$ cat config.mk
export PLATFORM = sky130hd
export DESIGN_NAME = guess_engine
export DESIGN_NICKNAME = d
export VERILOG_FILES = /design/src/rtl/guess_engine.sv
export SDC_FILE = /design/constraint.sdc
export NUM_CORES = 1
export LEC_CHECK = 0
export CAP_MARGIN = 0
export CORE_MARGIN = 2
export CORE_UTILIZATION = 49
export CTS_BUF_LIST = sky130_fd_sc_hd__clkbuf_8
export DETAILED_ROUTE_END_ITERATION = 10
export PLACE_DENSITY = 0.82
export SLEW_MARGIN = 20
export SYNTH_ARGS = -nofsm -noshare
export SYNTH_HDL_FRONTEND = slang
export SYNTH_SLANG_ARGS = --single-unit
$ cat constraint.sdc
create_clock -name clk -period 2.9 [get_ports clk]
set_input_delay 0.435 -clock clk [delete_from_list [all_inputs] [get_ports clk]]
set_output_delay 0.435 -clock clk [all_outputs]
set_load 0.03 [all_outputs]
$ cat src/rtl/guess_engine.sv
// guess_engine: hangman game-rule engine.
// Accepts letter guesses (0..25) while ready, checks them against the word's
// letter mask, tracks guessed letters and the wrong-guess count, and resolves
// the game into playing / won / lost. WON and LOST hold until resetn.
// Optional feature: define GUESS_ENGINE_REPEAT_PENALTY_EN to make a repeated
// guess of an absent letter count as a fresh wrong guess.
module guess_engine #(
  parameter int MAX_WRONG = 6
) (
  input  logic        clk,
  input  logic        resetn,
  input  logic        load,
  input  logic [4:0]  load_x,
  input  logic [25:0] mask,
  output logic        ready,
  output logic [25:0] guessed_mask,
  output logic [1:0]  game_state,
  output logic        wrong,
  output logic [3:0]  wrong_time
);

  localparam logic [2:0] S_PLAY  = 3'd0;
  localparam logic [2:0] S_CHECK = 3'd1;
  localparam logic [2:0] S_EVAL  = 3'd2;
  localparam logic [2:0] S_WON   = 3'd3;
  localparam logic [2:0] S_LOST  = 3'd4;

  localparam logic [1:0] GS_PLAYING = 2'b00;
  localparam logic [1:0] GS_WON     = 2'b01;
  localparam logic [1:0] GS_LOST    = 2'b10;

  localparam logic [3:0] MAX_WRONG_4 = 4'(MAX_WRONG);

  logic [2:0]  r_state;
  logic [2:0]  w_next_state;
  logic [4:0]  r_letter;
  logic [25:0] r_guessed;
  logic [1:0]  r_game_state;
  logic [1:0]  w_next_game_state;
  logic        r_wrong;
  logic [3:0]  r_wrong_time;

  logic w_accept;
  logic w_repeat;
  logic w_present;
  logic w_count_wrong;
  logic w_count_right;
  logic w_all_found;

  assign w_accept    = (r_state == S_PLAY) && load && (load_x <= 5'd25);
  assign w_repeat    = r_guessed[r_letter];
  assign w_present   = mask[r_letter];
  assign w_all_found = (mask != 26'd0) && ((mask & ~r_guessed) == 26'd0);

`ifdef GUESS_ENGINE_REPEAT_PENALTY_EN
  // Any guess of an absent letter is penalised, repeated or not.
  assign w_count_wrong = !w_present;
`else
  // Repeats are free; only a first guess of an absent letter is penalised.
  assign w_count_wrong = !w_repeat && !w_present;
`endif
  assign w_count_right = !w_repeat && w_present;

  // Next-state logic: PLAY -> CHECK -> EVAL -> {PLAY, WON, LOST}.
  always_comb begin
    // NOTE: default first so every path assigns and no latch is inferred.
    w_next_state = r_state;
    unique case (r_state)
      S_PLAY:  if (w_accept) w_next_state = S_CHECK;
      S_CHECK: w_next_state = S_EVAL;
      S_EVAL: begin
        if (r_wrong_time == MAX_WRONG_4) w_next_state = S_LOST;
        else if (w_all_found)            w_next_state = S_WON;
        else                             w_next_state = S_PLAY;
      end
      S_WON:   w_next_state = S_WON;
      S_LOST:  w_next_state = S_LOST;
      default: w_next_state = S_PLAY;
    endcase
  end

  // Decode of the next state so game_state is registered alongside the FSM.
  always_comb begin
    w_next_game_state = GS_PLAYING;
    if (w_next_state == S_WON)       w_next_game_state = GS_WON;
    else if (w_next_state == S_LOST) w_next_game_state = GS_LOST;
  end

  // FSM state and registered game_state.
  always_ff @(posedge clk) begin
    // NOTE: non-blocking assignments for all sequential state.
    if (!resetn) begin
      r_state      <= S_PLAY;
      r_game_state <= GS_PLAYING;
    end else begin
      r_state      <= w_next_state;
      r_game_state <= w_next_game_state;
    end
  end

  // Latch the accepted letter; it only matters in CHECK, so no reset needed.
  always_ff @(posedge clk) begin
    if (w_accept) r_letter <= load_x;
  end

  // Guess bookkeeping, performed once per accepted guess in CHECK.
  always_ff @(posedge clk) begin
    if (!resetn) begin
      r_guessed    <= 26'd0;
      r_wrong      <= 1'b0;
      r_wrong_time <= 4'd0;
    end else if (r_state == S_CHECK) begin
      r_guessed[r_letter] <= 1'b1;
      if (w_count_wrong) begin
        r_wrong <= 1'b1;
        // Cap is unreachable in practice (EVAL goes to LOST first).
        if (r_wrong_time != MAX_WRONG_4) r_wrong_time <= r_wrong_time + 4'd1;
      end else if (w_count_right) begin
        r_wrong <= 1'b0;
      end
    end
  end

  assign ready        = (r_state == S_PLAY);
  assign guessed_mask = r_guessed;
  assign game_state   = r_game_state;
  assign wrong        = r_wrong;
  assign wrong_time   = r_wrong_time;

endmodule

Word level (Yosys, flattened, before mapping). Index checks and enable logic that the tools add are counted.

Register bits: 41. Bits of input ports: 34. Output and inout port bits: 34. Logic and storage cells: 52.

Add/subtract/negate cells: 1. Order comparisons: 3. Eq/ne operators: 8. Mux-type cells: 14. Bitwise operators: 4. Reductions and logical operators: 15.

Operators by type and width (count): bitwise AND 26 bit (1); zero test 26 bit (1); NOT 26 bit (1); bitwise OR 26 bit (1); nonzero test 26 bit (1); case mux 3 bit (5 select lines) (1); binary-select mux 1 bit (select 5 bit) (2); equality test 3 x 2 -> 1 bit (second input constant) (3); equality test 3 bit (second input constant) (2); logical AND 1 bit (6); less-than comparator 5 x 6 -> 1 bit (second input constant) (1); 2-to-1 mux 1 bit (6); 2-to-1 mux 3 bit (2); demux 1 bit (select 5 bit) (1); >= comparator 5 x 1 -> 1 bit (second input constant) (1); less-or-equal comparator 5 bit (second input constant) (1); adder 4 x 1 -> 4 bit (second input constant) (1); equality test 4 x 3 -> 1 bit (second input constant) (1); 2-to-1 mux 2 bit (2); inequality test 4 x 3 -> 1 bit (second input constant) (1); equality test 3 x 1 -> 1 bit (second input constant) (1); zero test 3 bit (1); AND reduction 3 bit (1); zero test 1 bit (2); 4 further kinds (4).

Longest topological paths before layout.
Depth after elaboration: 10. Gate-level depth with buffers: 8. Depth with buffers taken out: 8.

Worst setup path after synthesis. Ideal clock, no wire load.

Path type: reg2reg. Start: reg r_letter[0]. End: reg r_wrong_time[3] (netlist: wrong_time[3]). Setup time: 115 ps. Data arrival time: 2043 ps. Data required time: 2785 ps. Slack: 742 ps. Stages on the path, launching flop included: 8. Buffers on the path: 1. Clock period less this slack: 2158 ps. Cell sequence: edfxtp_1 > buf_6 > mux4_2 > a22o_1 > nor4b_2 > nand3_2 > o31a_1 > o21a_1.

Cells in the longest elaborated chain, start to end: 5. Elaborated cells on any way between the ends: 8. Classes of those cells: mux: 4; reduce/logical: 4.

Ends and longest elaborated chain: from (decl) (line 36) `logic [4:0] r_letter;`; from (signal assigned) (line 103) `if (w_accept) r_letter <= load_x;`; binary-select mux 1 bit (select 5 bit), on equally long branches (line 51, 52); 2-to-1 mux 1 bit, on equally long branches (line 51, 52); zero test 1 bit (line 60) `assign w_count_wrong = !w_repeat && !w_present;`; logical AND 1 bit * (line 60); AND reduction 3 bit (no source line) *; to (signal assigned) (line 117) `if (r_wrong_time != MAX_WRONG_4) r_wrong_time <= r_wrong_time + 4'd1;`; to (decl) (line 41) `logic [3:0] r_wrong_time;`.

Every way passes the cells marked *; elsewhere a longest branch is shown, timed or not. The select of a mux whose other input is x is not followed. A chain may end at the register's enable or synchronous reset.

Worst setup path after layout. Ends and elaborated chain as after synthesis.

==> metrics.txt <==
run status=finished, final reports clean; HP Start=wrong; depth of the CTS H-tree=2; Overflow after GRT=0; Residual DRC=0; core area=4630 um2; Worst Hold Depth=2; Max Freq=386 MHz; largest net degree at the start of global routing=26; gr usage total=0.278; power per cell area=414 nW/um2; Slew headroom=0.502; synth warn=0; RSZ-0062 raised after global routing=false; routed len/inst=18.2 um; r2r startpoint=r_letter[0]; critical path class=reg2reg; Seq/Total Area, Yosys=0.376; Max VDD drop=393 uV; grt peak-use layer=met2; Layout area overhead=36.0%; Boundary Pins=68; ANT cells=0; max cap viols=0; R2R depth=6; clk buf depth=2; max-slew violations=0; Final Hold Fails=0; Cell Area, Synth=2320 um2; post-DR vias/cell=6.00; met3 Resource Use GR=0.0594; routing usage on met2=0.467; r2r setup slk=310 ps; antenna viol nets, final=0; chip width=72.8 um; Buffers on Ports=67; Sink Count=41; share of layout cells above drive strength 1=0.0578; Worst-Skew Late Latency=300 ps; worst-path maximum fanout=11; worst hold path class=reg2reg; Root Driver=clkbuf_8; most common cell in the synthesized netlist=dfxtp_1; Leakage Power=1.15 nW; cts repair resizes=0; Synth Flop Type=dfxtp_1; area leader, netlist=dfxtp_1; Post-Syn Nets=298; Min-Delay Endpoint=wrong; buffer count from post-CTS setup fixing=0; Startpoint Class=flop; Final #Nets=364; Final Cycle Share=0.893; initial drt markers=259; asr flop ratio synth=0; HPWL after DPL=5.31 mm; DRT Wirelength=6.98 mm; Syn Area/Cell=8.84 um2; final worst path period need=2590 ps; Post-synth top cells=36 x dfxtp_1, 28 x inv_1, 19 x nor2b_1; initial antenna violation count=0; post-route insts no fill=383; Initial Util=0.501; TritonRoute pass-1 iters=4; die height=72.8 um; endpoints failing setup=0; Yosys top cell area share=0.311; Hold Slack=466 ps; row count=25; CP Data Arrival Time=2790 ps; Clock Skews=5.12 ps; dpl cells=375; Yosys cell types=43; Final Util=0.681; Vias=2,299; Synth Instances=262; CTS tree=yes; RD Place Congestion=0.930; Setup TNS Final=0 ps; Post-synth EDFFs=5; CP endpoint kind=flop; CTS clk-pin slew, worst paths=80 ps; Crit Reg-Reg Endpoint=wrong_time[3]; Yosys reg bits=41; total power=0.00130 W; Hold-fix buffers, CTS=0; Critical Path RT=3090 ps; routing usage on met1=0.342; die area=5290 um2; Num CTS Buffers=5; number of global-route vias before repair=2,236; first-pass GRT wire length=11.0 mm; Slew @ Worst Pin=741 ps; Area contributors post-synth=dfxtp_1 31%, edfxtp_1 6.5%, mux2i_1 6.5%, o21a_1 5.5%, nor2b_1 5.1%
## registers in the layout, indices dropped and copies added (netlist names)
register,flops
game_state,2
wrong,1
r_letter,5
guessed_mask,26
r_state,3
wrong_time,4
## logic make-up (layout without fill, tap and decap cells)
family,Yosys count,in the layout,synth area share
buffers and inverters,41,108,0.0707
AO/OA/AOI/OAI,58,58,0.175
AND/OR/NAND/NOR,99,99,0.241
multiplexers,21,21,0.126
flip-flops,41,41,0.376
adder cells (fa/ha/maj),2,2,0.0108
## area by class of cell
| cell class | instances | area (um2) |
|---|---|---|
| well taps | 54 | 67.6 |
| flip-flops and latches | 41 | 871 |
| fillers | 414 | 1480 |
| multi-input cells | 180 | 1280 |
| clock buffers | 6 | 82.6 |
| inverters | 28 | 105 |
| clock inverters | 2 | 33.8 |
| repair buffers | 72 | 708 |
## report_power, final
| part | total, W | internal (W) | switching, W |
|---|---|---|---|
| logic | 0.000210 | 0.000108 | 0.000102 |
| registers | 0.000614 | 0.000587 | 0.0000271 |
| clock network | 0.000481 | 0.000277 | 0.000203 |
## per-layer routing
metal  vias up  share of wire
li1       1079              -
met1      1088           0.41
met2       113           0.50
met3        19          0.069
met4         0          0.027
met5         -              0
## how the worst max path moves through the flow
stage                           start            end  slack, ps  cells after the start
after floorplan           r_letter[0]  wrong_time[3]        740                      7
after global placement       mask[11]  wrong_time[3]        230                      7
after detailed placement     mask[10]  wrong_time[3]        190                      7
after CTS                 r_letter[0]  wrong_time[3]        340                      6
after global routing      r_letter[0]  wrong_time[3]        250                      6
final                     r_letter[0]  wrong_time[3]        310                      6
## critical path: stages (launching register included)
cell and delay, ps:
edfxtp_1 590, buf_4 280, mux4_2 520, a32oi_1 210, nand4_1 300, o31a_1 400
o21a_1 190
## stage by stage
stage                     setup WS, ps  area [um2]
after floorplan                    742        2320
after global placement             226        3030
after detailed placement           194        3030
after CTS                          336        3150
after global routing               250        3150
final                              310        3150
## placed cells by master, fill, tap and decap left out, drive strengths merged, types with 2 or more instances in the layout
| cell | count |
|---|---|
| o2111ai | 2 |
| a21oi | 11 |
| o31a | 3 |
| clkdlybuf4s50 | 67 |
| nor3b | 4 |
| nand2b | 6 |
| nand2 | 13 |
| mux2i | 15 |
| and2 | 3 |
| edfxtp | 5 |
| inv | 29 |
| buf | 5 |
| nand4 | 3 |
| nor2 | 17 |
| nor4 | 10 |
| o22ai | 11 |
| a221oi | 2 |
| ha | 2 |
| o21a | 17 |
| mux4 | 6 |
| dfxtp | 36 |
| nand4b | 2 |
| nand3 | 7 |
| nand3b | 3 |
| nor3 | 8 |
| nor2b | 19 |
| a21boi | 2 |
| clkbuf | 6 |
| a31oi | 3 |
Power figures use the tool's default switching activity.
